[config.mk]
export PLATFORM = sky130hd
export DESIGN_NAME = risc_lsu
export DESIGN_NICKNAME = d
export VERILOG_FILES = /design/src/rtl/risc_pkg.sv /design/src/rtl/risc_lsu_align.sv /design/src/rtl/risc_lsu.sv
export SDC_FILE = /design/constraint.sdc
export NUM_CORES = 1
export LEC_CHECK = 0
export ABC_AREA = 1
export CAP_MARGIN = 30
export CORE_ASPECT_RATIO = 0.5
export CORE_MARGIN = 2
export CORE_UTILIZATION = 25
export DETAILED_ROUTE_END_ITERATION = 6
export GPL_TIMING_DRIVEN = 0
export HOLD_SLACK_MARGIN = 0.05
export SETUP_SLACK_MARGIN = 0.3
export SYNTH_ARGS = -nofsm -noshare
export SYNTH_HDL_FRONTEND = slang
export SYNTH_SLANG_ARGS = --single-unit
export TNS_END_PERCENT = 30
[constraint.sdc]
create_clock -name clk -period 2 [get_ports clk]
set_input_delay 0.2 -clock clk [delete_from_list [all_inputs] [get_ports clk]]
set_output_delay 0.2 -clock clk [all_outputs]
set_load 0.01 [all_outputs]
[src/rtl/risc_pkg.sv]
// Shared definitions for the load/store unit: opcodes, funct3 encodings and FSM states.
package risc_pkg;

  localparam logic [6:0] LOAD  = 7'b0000011;
  localparam logic [6:0] STORE = 7'b0100011;

  localparam logic [2:0] F3_B  = 3'b000;
  localparam logic [2:0] F3_H  = 3'b001;
  localparam logic [2:0] F3_W  = 3'b010;
  localparam logic [2:0] F3_BU = 3'b100;
  localparam logic [2:0] F3_HU = 3'b101;

  typedef enum logic [1:0] {
    IDLE   = 2'd0,
    ACCESS = 2'd1,
    DONE   = 2'd2
  } lsu_state_t;

endpackage

[src/rtl/risc_lsu_align.sv]
// Combinational lane steering: store byte enables/replication, load extraction and
// size/alignment legality checks.
module risc_lsu_align
  import risc_pkg::*;
(
  input  logic [2:0]  funct3,
  input  logic [1:0]  offset,
  input  logic        is_store,
  input  logic [31:0] store_data,
  input  logic [31:0] mem_rdata,
  output logic [3:0]  mem_be,
  output logic [31:0] mem_wdata,
  output logic [31:0] load_data,
  output logic        misalign,
  output logic        illegal
);

  logic [31:0] shifted;

  assign shifted = mem_rdata >> {offset, 3'b000};

  always_comb begin
    mem_be    = 4'b1111;
    mem_wdata = store_data;
    illegal   = 1'b0;
    misalign  = 1'b0;
    load_data = mem_rdata;

    if (is_store) begin
      unique case (funct3)
        F3_B: begin
          mem_be    = 4'b0001 << offset;
          mem_wdata = {4{store_data[7:0]}};
        end
        F3_H: begin
          mem_be    = 4'b0011 << offset;
          mem_wdata = {2{store_data[15:0]}};
        end
        F3_W:    mem_be  = 4'b1111;
        default: illegal = 1'b1;
      endcase
    end else begin
      unique case (funct3)
        F3_B:    load_data = {{24{shifted[7]}}, shifted[7:0]};
        F3_BU:   load_data = {24'h0, shifted[7:0]};
        F3_H:    load_data = {{16{shifted[15]}}, shifted[15:0]};
        F3_HU:   load_data = {16'h0, shifted[15:0]};
        F3_W:    load_data = mem_rdata;
        default: illegal   = 1'b1;
      endcase
    end

    if (!illegal) begin
      if ((funct3 == F3_H) || (funct3 == F3_HU)) misalign = offset[0];
      else if (funct3 == F3_W)                   misalign = (offset != 2'b00);
    end
  end

endmodule

[src/rtl/risc_lsu.sv]
// Load/store unit: one data-memory transaction per accepted LOAD/STORE, with a bus
// timeout and a one-cycle completion pulse toward writeback.
module risc_lsu
  import risc_pkg::*;
#(
  parameter int unsigned TIMEOUT = 16
) (
  input  logic        clk,
  input  logic        rst_n,
  input  logic        valid_i,
  output logic        ready_o,
  input  logic [31:0] instruction,
  input  logic [31:0] addr,
  input  logic [31:0] store_data,
  output logic        mem_req,
  output logic        mem_we,
  output logic [31:0] mem_addr,
  output logic [3:0]  mem_be,
  output logic [31:0] mem_wdata,
  input  logic        mem_ready,
  input  logic [31:0] mem_rdata,
  output logic        done_o,
  output logic        rf_we_o,
  output logic [4:0]  rd_o,
  output logic [31:0] load_data_o,
  output logic        misalign_o,
  output logic        illegal_o,
  output logic        bus_err_o
);

  localparam int unsigned CntW = $clog2(TIMEOUT) + 1;

  lsu_state_t state_q, state_d;
  logic [CntW-1:0] cnt_q, cnt_d;
  logic [2:0]  funct3_q, funct3_d;
  logic [1:0]  off_q, off_d;
  logic [4:0]  rd_q, rd_d;
  logic        we_q, we_d;
  logic [31:0] addr_q, addr_d;
  logic [3:0]  be_q, be_d;
  logic [31:0] wdata_q, wdata_d;
  logic [31:0] load_q, load_d;
  logic        mis_q, mis_d, ill_q, ill_d, berr_q, berr_d;

  logic [6:0]  opcode;
  logic        is_ls, idle;
  logic [2:0]  al_f3;
  logic [1:0]  al_off;
  logic        al_store;
  logic [3:0]  al_be;
  logic [31:0] al_wdata, al_load;
  logic        al_mis, al_ill;
  logic        unused_instr;

  assign opcode       = instruction[6:0];
  assign is_ls        = (opcode == LOAD) || (opcode == STORE);
  assign idle         = (state_q == IDLE);
  assign unused_instr = ^instruction[31:15];

  // The aligner sees the incoming instruction while idle and the latched one during access.
  assign al_f3    = idle ? instruction[14:12] : funct3_q;
  assign al_off   = idle ? addr[1:0] : off_q;
  assign al_store = idle ? (opcode == STORE) : we_q;

  risc_lsu_align u_align (
    .funct3     (al_f3),
    .offset     (al_off),
    .is_store   (al_store),
    .store_data (store_data),
    .mem_rdata  (mem_rdata),
    .mem_be     (al_be),
    .mem_wdata  (al_wdata),
    .load_data  (al_load),
    .misalign   (al_mis),
    .illegal    (al_ill)
  );

  always_comb begin
    state_d  = state_q;
    cnt_d    = cnt_q;
    funct3_d = funct3_q;
    off_d    = off_q;
    rd_d     = rd_q;
    we_d     = we_q;
    addr_d   = addr_q;
    be_d     = be_q;
    wdata_d  = wdata_q;
    load_d   = load_q;
    mis_d    = mis_q;
    ill_d    = ill_q;
    berr_d   = berr_q;

    unique case (state_q)
      IDLE: begin
        if (valid_i && is_ls) begin
          funct3_d = instruction[14:12];
          rd_d     = instruction[11:7];
          off_d    = addr[1:0];
          addr_d   = {addr[31:2], 2'b00};
          be_d     = al_be;
          wdata_d  = al_wdata;
          we_d     = (opcode == STORE);
          mis_d    = al_mis;
          ill_d    = al_ill;
          berr_d   = 1'b0;
          cnt_d    = '0;
          state_d  = (al_mis || al_ill) ? DONE : ACCESS;
        end
      end
      ACCESS: begin
        cnt_d = cnt_q + CntW'(1);
        if (mem_ready) begin
          load_d  = al_load;
          state_d = DONE;
        end else if (cnt_q == CntW'(TIMEOUT - 1)) begin
          berr_d  = 1'b1;
          state_d = DONE;
        end
      end
      DONE: begin
        cnt_d   = '0;
        state_d = IDLE;
      end
      default: state_d = IDLE;
    endcase
  end

  always_ff @(posedge clk or negedge rst_n) begin
    if (!rst_n) begin
      state_q  <= IDLE;
      cnt_q    <= '0;
      funct3_q <= 3'b000;
      off_q    <= 2'b00;
      rd_q     <= 5'd0;
      we_q     <= 1'b0;
      addr_q   <= 32'h0;
      be_q     <= 4'h0;
      wdata_q  <= 32'h0;
      load_q   <= 32'h0;
      mis_q    <= 1'b0;
      ill_q    <= 1'b0;
      berr_q   <= 1'b0;
    end else begin
      state_q  <= state_d;
      cnt_q    <= cnt_d;
      funct3_q <= funct3_d;
      off_q    <= off_d;
      rd_q     <= rd_d;
      we_q     <= we_d;
      addr_q   <= addr_d;
      be_q     <= be_d;
      wdata_q  <= wdata_d;
      load_q   <= load_d;
      mis_q    <= mis_d;
      ill_q    <= ill_d;
      berr_q   <= berr_d;
    end
  end

  // Status outputs decode from state so an async reset clears them at once.
  assign ready_o     = idle;
  assign mem_req     = (state_q == ACCESS);
  assign done_o      = (state_q == DONE);
  assign mem_we      = we_q;
  assign mem_addr    = addr_q;
  assign mem_be      = be_q;
  assign mem_wdata   = wdata_q;
  assign rd_o        = rd_q;
  assign load_data_o = load_q;
  assign misalign_o  = done_o & mis_q;
  assign illegal_o   = done_o & ill_q;
  assign bus_err_o   = done_o & berr_q;
  assign rf_we_o     = done_o & ~we_q & ~(mis_q | ill_q | berr_q);

endmodule

==> flow_summary_export.csv, run 1 <==
group,metric,value,unit
status,outcome,"finished clean",
critical_path,crit_path_cell_trace,"nor2_4, buf_6, nand2_2, nand2_2, nand2_4, nor2_4, nand3_2, nand2_2, nand2_4, buf_6, a21oi_1",
sta,maxSlewViolCount,0,
floorplanning,initial_core_util,25.7,%
clock_network,cts_tree,"done",
logic_synthesis,netlist_cell_types,39,
logic_synthesis,synthDominantCellAreaShare,48.0,%
floorplanning,top_level_ports,245,
detailed_routing,route.final.wire_length,23400,um
clock_network,tritoncts.num_buffers,17,
detailed_routing,routed-via-count,6485,
layout,num-nets-final,1248,
power_and_ir_drop,pwr-share-clk,38.1,%
global_routing,grt.overflow.total,0,
logic_synthesis,ys_seq_area_share,48.0,%
placement,numPortBuffers,225,
critical_path,worst_setup_path_end_kind,"flip-flop",
power_and_ir_drop,sw_frac_of_total,27.8,%
logic_synthesis,synth-edff-count,0,
floorplanning,fp.dieArea,26200,um^2
critical_path,required_time_of_the_worst_setup_path,2.35,ns
sta,worst_slew_pin_slew,0.691,ns
logic_synthesis,netlist_instances,828,
clock_network,clk_buf_depth,2,
clock_network,clock_latency,0.43,ns
critical_path,critical_path.max_fanout,5,
sta,achievable-frequency,0.543,GHz
detailed_routing,drt.antenna.violating_nets,0,
sta,final_min_period_over_clock_period,92.1,%
power_and_ir_drop,power.switching,0.00246,W
global_routing,maximum_number_of_pins_on_one_net_before_global_route_repair,70,
detailed_routing,drcViolationCount,0,
clock_network,path_clk_slew,0.06,ns
min_path,holdPathStages,3,
global_routing,grt_use_met3,3.76,%
logic_synthesis,ys_async_sr_fraction,100,%
logic_synthesis,synth.cell_area,6200,um^2
logic_synthesis,most_common_library_cells_after_synthesis,"sky130_fd_sc_hd__nand2_1, sky130_fd_sc_hd__dfrtp_1, sky130_fd_sc_hd__inv_1",
floorplanning,placeableCoreArea,24200,um^2
sta,grt_setup_unrepaired,"true",
critical_path,critical_path_depth,11,
critical_path,critPathTopFamily,"simple AND/OR/NAND/NOR gates",
floorplanning,die_x,227,um
global_routing,gr-usage-met2,30.4,%
critical_path,critPathKind,"flip-flop to flip-flop",
global_routing,grt_pass1_vias,6485,
global_routing,grt.busiest_layer,"met2",
layout,layout_overhead_on_the_synthesized_area,67.6,%
power_and_ir_drop,seqPwrFrac,34.8,%
logic_synthesis,synth_top_cell_by_area,"sky130_fd_sc_hd__dfrtp_1",
power_and_ir_drop,p_comb_share,27.1,%
power_and_ir_drop,internal_power,0.00639,W
floorplanning,placementRows,40,
global_routing,groute.usage.overall,17.9,%
critical_path,cpPeakStageDelay,0.45,ns
global_routing,global_route.usage.met1,23.0,%
logic_synthesis,syn_area_per_cell,7.49,um^2
detailed_routing,detailedRoute.firstPassIterationCount,6,
sta,period_needed,1.84,ns
power_and_ir_drop,static-leakage-power,5.11,nW
sta,report.final.hold_viol_count,0,
clock_network,clock_sink_count,119,
logic_synthesis,ys_dominant_reg_cell,"sky130_fd_sc_hd__dfrtp_1",
global_routing,antenna_found_initial,1,
critical_path,critical_path.most_common_cell,"sky130_fd_sc_hd__nand2_2",
placement,dp_hpwl,17200,um
clock_network,htreeDepth,4,
power_and_ir_drop,vdd.ir_drop.worst,0.000515,V
layout,finalCoreUtilization,43.0,%
critical_path,critical_path_at,2.19,ns
placement,placement.cell_area,8910,um^2
sta,slew-limit-headroom,54.0,%
clock_network,cts-root-buf,"sky130_fd_sc_hd__clkbuf_16",
global_routing,wire_length_of_the_first_global_routing_pass,35700,um
min_path,hold_class,"input port to flip-flop",
sta,worst_clock_skew,0.0111,ns
floorplanning,floorplan.die.height,115,um
logic_synthesis,ys_seq_elements,119,
logic_synthesis,post_synth_main_area_contributors,"sky130_fd_sc_hd__dfrtp_1, sky130_fd_sc_hd__nand2_1, sky130_fd_sc_hd__inv_1",
detailed_routing,detail_route.vias_per_cell,4.44,
power_and_ir_drop,power_density,852,nW/um^2
logic_synthesis,ys_warn_count,0,
critical_path,timing.critical_path.from_type,"flip-flop",
critical_path,critical_path_buf_inv_count,2,
layout,finalInstanceArea,10400,um^2
flow_run,drv_cap,0,
placement,place.gp.congestion,0.896,
detailed_routing,count_of_routing_violations_after_the_opening_detailed_route_iteration,401,
sta,setup_viol_count_final,0,
layout,drive_gt1_share,21.5,%
logic_synthesis,synth.most_common_cell,"sky130_fd_sc_hd__nand2_1",
critical_path,crit_path_top_delay_cell,"sky130_fd_sc_hd__dfrtp_2",
detailed_routing,wirelength_per_cell,16.0,um
critical_path,timing.reg2reg.worst_path_depth,11,
## registers in the layout, summed over array words and instances (netlist names), 3 cells and up
register / cells
rd_o: 5
mem_wdata: 32
cnt_q: 5
mem_be: 4
mem_addr: 30
load_data_o: 32
funct3_q: 3
## final cells by class
cell class,count,area (um^2)
Tap cell,336,420
Antenna cell,1,2.50
Clock inverter,7,141
Timing Repair inverter,1,5.00
Inverter,80,310
Sequential cell,119,2980
Multi-Input combinational cell,591,3030
Timing Repair Buffer,265,2680
Clock buffer,23,498
Buffer,39,324
Fill cell,2403,13800
## per-stage QoR
| stage | setup TNS (ns) | hold slack [ns] | setup WS, ns | std cells | power, W |
|---|---|---|---|---|---|
| 6_report | 0 | 0.306 | 0.158 | 1462 | 0.00886 |
| 5_1_grt | 0 | 0.304 | 0.0652 | 1462 | 0.00928 |
| 4_1_cts | 0 | 0.292 | 0.114 | 1448 | 0.00884 |
| 3_5_place_dp | -6.11 | 0.276 | -0.153 | 1391 | 0.00534 |
| 3_3_place_gp | -508.85 | 0.461 | -4.24 | 1390 | 0.00531 |
| 2_1_floorplan | 0 | -0.0956 | 0.311 | 829 | 0.00401 |
## repair_timing
| item | CTS | global route |
|---|---|---|
| endpoints found under the setup margin | 114 | 116 |
| pin swaps | 25 | 31 |
| endpoints found under the hold margin | 68 | 0 |
| cloned | 6 | 3 |
| hold buffers | 1 | 0 |
| resized for setup | 105 | 86 |
| setup buffers | 20 | 10 |
## cells in the final DEF, fill, tap and decap left out, types with 14 or more instances in the layout
master,n
sky130_fd_sc_hd__or2_2,21
sky130_fd_sc_hd__nand3_1,44
sky130_fd_sc_hd__a21oi_2,14
sky130_fd_sc_hd__buf_6,20
sky130_fd_sc_hd__inv_1,72
sky130_fd_sc_hd__a21oi_1,36
sky130_fd_sc_hd__dfrtp_1,117
sky130_fd_sc_hd__clkdlybuf4s50_1,218
sky130_fd_sc_hd__nand2_2,38
sky130_fd_sc_hd__clkbuf_16,18
sky130_fd_sc_hd__nand2_1,330
sky130_fd_sc_hd__buf_4,28
sky130_fd_sc_hd__o21ai_0,20
## worst reg2reg max path: cells and delay by family (launching register included)
family | cells | cell delay [ns]
flip-flops | 1 | 0.45
AND/OR/NAND/NOR | 8 | 0.90
buffers and inverters | 2 | 0.31
AO/OA/AOI/OAI | 1 | 0.12
## metal layers
layer | up-vias | routed length (um)
met3 | 30 | 968
met2 | 159 | 11600
met5 | - | 0
met1 | 3151 | 10300
met4 | 0 | 481
li1 | 3145 | -
## path summary, 6_finish.rpt
kind                                         from                           to  slack [ns]
max in group asynchronous                   rst_n  load_data_o[14]$_DFFE_PN0P_        0.92
min reg2reg                  cnt_q[3]$_DFFE_PN0P_         cnt_q[3]$_DFFE_PN0P_        0.47
max                        state_q[0]$_DFFE_PN0P_  load_data_o[17]$_DFFE_PN0P_        0.16
min                                       addr[6]      mem_addr[6]$_DFFE_PN0P_        0.31
min in group asynchronous                   rst_n          rd_o[1]$_DFFE_PN0P_        0.38
max reg2reg                state_q[0]$_DFFE_PN0P_  load_data_o[17]$_DFFE_PN0P_        0.16
## cell families after synthesis
logic type	Yosys count	share of synthesized area, %
AO/OA/AOI/OAI	109	10.5
adder cells (fa/ha/maj)	2	0.403
buffers and inverters	119	8.23
flip-flops	119	48.0
other	1	0.0605
AND/OR/NAND/NOR	478	32.8
## power by group through the flow
stage	clock network, W	registers (W)	logic, W
floorplan	0	0.00326	0.000746
global placement	0	0.00311	0.00220
detailed placement	0	0.00312	0.00223
CTS	0.00342	0.00308	0.00233
global route	0.00355	0.00314	0.00259
finish	0.00337	0.00308	0.00240
(Power assumes the default switching activity.)
==> run 2: changes to the inputs <==
--- a/config.mk
+++ b/config.mk
@@ -13,6 +13,7 @@
 export DETAILED_ROUTE_END_ITERATION = 6
 export GPL_TIMING_DRIVEN = 0
 export HOLD_SLACK_MARGIN = 0.05
+export MAX_ROUTING_LAYER = met4
 export SETUP_SLACK_MARGIN = 0.3
 export SYNTH_ARGS = -nofsm -noshare
 export SYNTH_HDL_FRONTEND = slang
==> run 2 against run 1 <==
Net effect: worst setup slack worse by 0.0044 ns; sequential power about the same; worst hold slack worse by 0.046 ns; via count up 1.7%; critical endpoint is now load_data_o[5]$_DFFE_PN0P_; clock power down 15%; largest cell class is now buffers; combinational power about the same; design area up 0.60%; total power down 5.4%; count of clock-buffer cells in the layout down 4; fmax down 0.24%.
==> flow_summary_export.csv, run 2 (synthesized netlist as in run 1, its figures left out) <==
group,metric,value,unit
status,outcome,"finished clean",
power_and_ir_drop,sw_frac_of_total,30.0,%
sta,report.final.hold_viol_count,0,
layout,commonest_non_fill_non_tap_cell_in_the_layout,"sky130_fd_sc_hd__nand2_1",
sta,achievable-frequency,0.542,GHz
power_and_ir_drop,power.switching,0.00251,W
detailed_routing,detailedRoute.firstPassIterationCount,5,
global_routing,maximum_number_of_pins_on_one_net_before_global_route_repair,81,
power_and_ir_drop,p_comb_share,28.9,%
detailed_routing,wirelength_per_cell,16.1,um
critical_path,timing.critical_path.from_type,"flip-flop",
power_and_ir_drop,seqPwrFrac,36.8,%
sta,fin_tns_setup,0,ns
clock_network,clk_buf_depth,2,
detailed_routing,count_of_routing_violations_after_the_opening_detailed_route_iteration,382,
power_and_ir_drop,post-layout-total-power,0.00838,W
placement,dp_hpwl,17000,um
critical_path,critPathKind,"flip-flop to flip-flop",
layout,most_used_cells_in_the_layout_excluding_fill_and_tap_cells,"sky130_fd_sc_hd__nand2_1, sky130_fd_sc_hd__clkdlybuf4s50_1, sky130_fd_sc_hd__dfrtp_1",
min_path,hold_class,"input port to asynchronous set/reset pin",
sta,grt_setup_unrepaired,"true",
detailed_routing,routed-via-count,6596,
clock_network,clock_latency,0.43,ns
placement,placed_cells_incl_taps,1391,
power_and_ir_drop,vdd.ir_drop.worst,0.000438,V
clock_network,tritoncts.num_buffers,17,
detailed_routing,route.final.wire_length,23800,um
clock_network,path_clk_slew,0.06,ns
floorplanning,placeableCoreArea,24200,um^2
clock_network,clock_sink_count,119,
global_routing,groute.usage.overall,18.8,%
sta,period_needed,1.85,ns
layout,num-nets-final,1262,
sta,setup_viol_count_final,0,
power_and_ir_drop,pwr-share-clk,34.3,%
layout,drive_gt1_share,21.0,%
layout,layout_overhead_on_the_synthesized_area,68.6,%
sta,worst_clock_skew,0.0138,ns
clock_network,cts_tree,"done",
layout,layout.cells.non_filler,1478,
global_routing,antenna_found_initial,1,
power_and_ir_drop,static-leakage-power,5.14,nW
critical_path,critical_path_at,2.16,ns
floorplanning,fp.dieArea,26200,um^2
critical_path,required_time_of_the_worst_setup_path,2.31,ns
critical_path,worst_setup_path_end_kind,"flip-flop",
floorplanning,floorplan.die.height,115,um
sta,maxSlewViolCount,0,
power_and_ir_drop,internal_power,0.00587,W
global_routing,grt.overflow.total,0,
power_and_ir_drop,power_density,801,nW/um^2
sta,final_min_period_over_clock_period,92.3,%
clock_network,cts-root-buf,"sky130_fd_sc_hd__clkbuf_16",
placement,place.gp.congestion,0.877,
global_routing,wire_length_of_the_first_global_routing_pass,36000,um
flow_run,drv_cap,0,
floorplanning,top_level_ports,245,
sta,worst_hold_slack_across_all_endpoints,0.260,ns
global_routing,grt_pass1_vias,6530,
floorplanning,initial_core_util,25.7,%
detailed_routing,drt.antenna.violating_nets,0,
placement,numPortBuffers,225,
critical_path,critical_path.max_fanout,7,
clock_network,htreeDepth,4,
floorplanning,placementRows,40,
detailed_routing,drcViolationCount,0,
floorplanning,die_x,227,um
detailed_routing,detail_route.vias_per_cell,4.46,
layout,finalCoreUtilization,43.3,%
run 2: cell count changes in the layout (fill, tap and decap cells not counted), sizes merged:
cell,delta
nand2,+1
dlygate4sd2,-1
clkinv,+7
buf,+15
bufinv,-3
clkdlybuf4s15,+1
clkinvlp,+1
clkbuf,-5
run 2: cell type report:
cell class	count	area (um^2)
sequential	119	2980
timing repair buffer	279	2830
antenna	1	2.50
clock inverter	13	109
clock buffer	19	433
fill	2397	13700
inverter	80	313
buffer	39	377
multi-input combinational	592	3000
tap	336	420
run 2: path summary, 6_finish.rpt:
| path | start | end | slack [ns] | cells after the start |
|---|---|---|---|---|
| worst max-delay path | state_q[0]$_DFFE_PN0P_ | load_data_o[5]$_DFFE_PN0P_ | 0.15 | 12 |
| worst min-delay path | rst_n | rd_o[2]$_DFFE_PN0P_ | 0.26 | 2 |
| worst max register to register | state_q[0]$_DFFE_PN0P_ | load_data_o[5]$_DFFE_PN0P_ | 0.15 | 12 |
| min in group clk | addr[25] | mem_addr[25]$_DFFE_PN0P_ | 0.31 | 3 |
| worst min register to register | rd_o[2]$_DFFE_PN0P_ | rd_o[2]$_DFFE_PN0P_ | 0.47 | 2 |
| max in group asynchronous | rst_n | state_q[0]$_DFFE_PN0P_ | 0.98 | 3 |
run 2: stage by stage:
step	worst slack [ns]	cell area, um^2
final	0.154	10500
after global routing	0.0755	10500
after global placement	-4.21	8880
after CTS	0.121	9990
after detailed placement	-0.154	8910
after floorplan	0.311	6210
run 2: routing by layer:
layer,global-route usage [%],share of wire (%),up-vias
li1,-,-,3190
met1,24.0,45,3222
met2,30.4,49,157
met3,3.81,4.4,27
met4,5.09,1.9,0
met5,-,0,-
run 2: critical path: stages (launching register included):
cell and delay [ns]:
sky130_fd_sc_hd__dfrtp_2 0.45, sky130_fd_sc_hd__nor2_4 0.20, sky130_fd_sc_hd__buf_6 0.16, sky130_fd_sc_hd__nand2_4 0.05, sky130_fd_sc_hd__nand2_4 0.07, sky130_fd_sc_hd__buf_8 0.14, sky130_fd_sc_hd__buf_8 0.12, sky130_fd_sc_hd__buf_12 0.10
sky130_fd_sc_hd__o211ai_1 0.09, sky130_fd_sc_hd__nand2_1 0.14, sky130_fd_sc_hd__nand2_1 0.07, sky130_fd_sc_hd__nand3_1 0.07, sky130_fd_sc_hd__nand2_1 0.05
run 2: repair_timing:
item                       in CTS  in global routing
gates cloned                    8                  4
buffers inserted               25                 16
hold buffers                    1                  0
setup endpoints to repair     113                119
pin swaps                      22                 35
gates resized for setup       102                106
hold endpoints to repair       39                  0
run 2: power by group through the flow:
stage / Sequential (W) / Combinational [W] / Clock, W
2_1_floorplan: 0.00326 / 0.000746 / 0
3_3_place_gp: 0.00311 / 0.00219 / 0
3_5_place_dp: 0.00311 / 0.00222 / 0
4_1_cts: 0.00308 / 0.00234 / 0.00294
5_1_grt: 0.00313 / 0.00262 / 0.00305
6_report: 0.00308 / 0.00242 / 0.00287
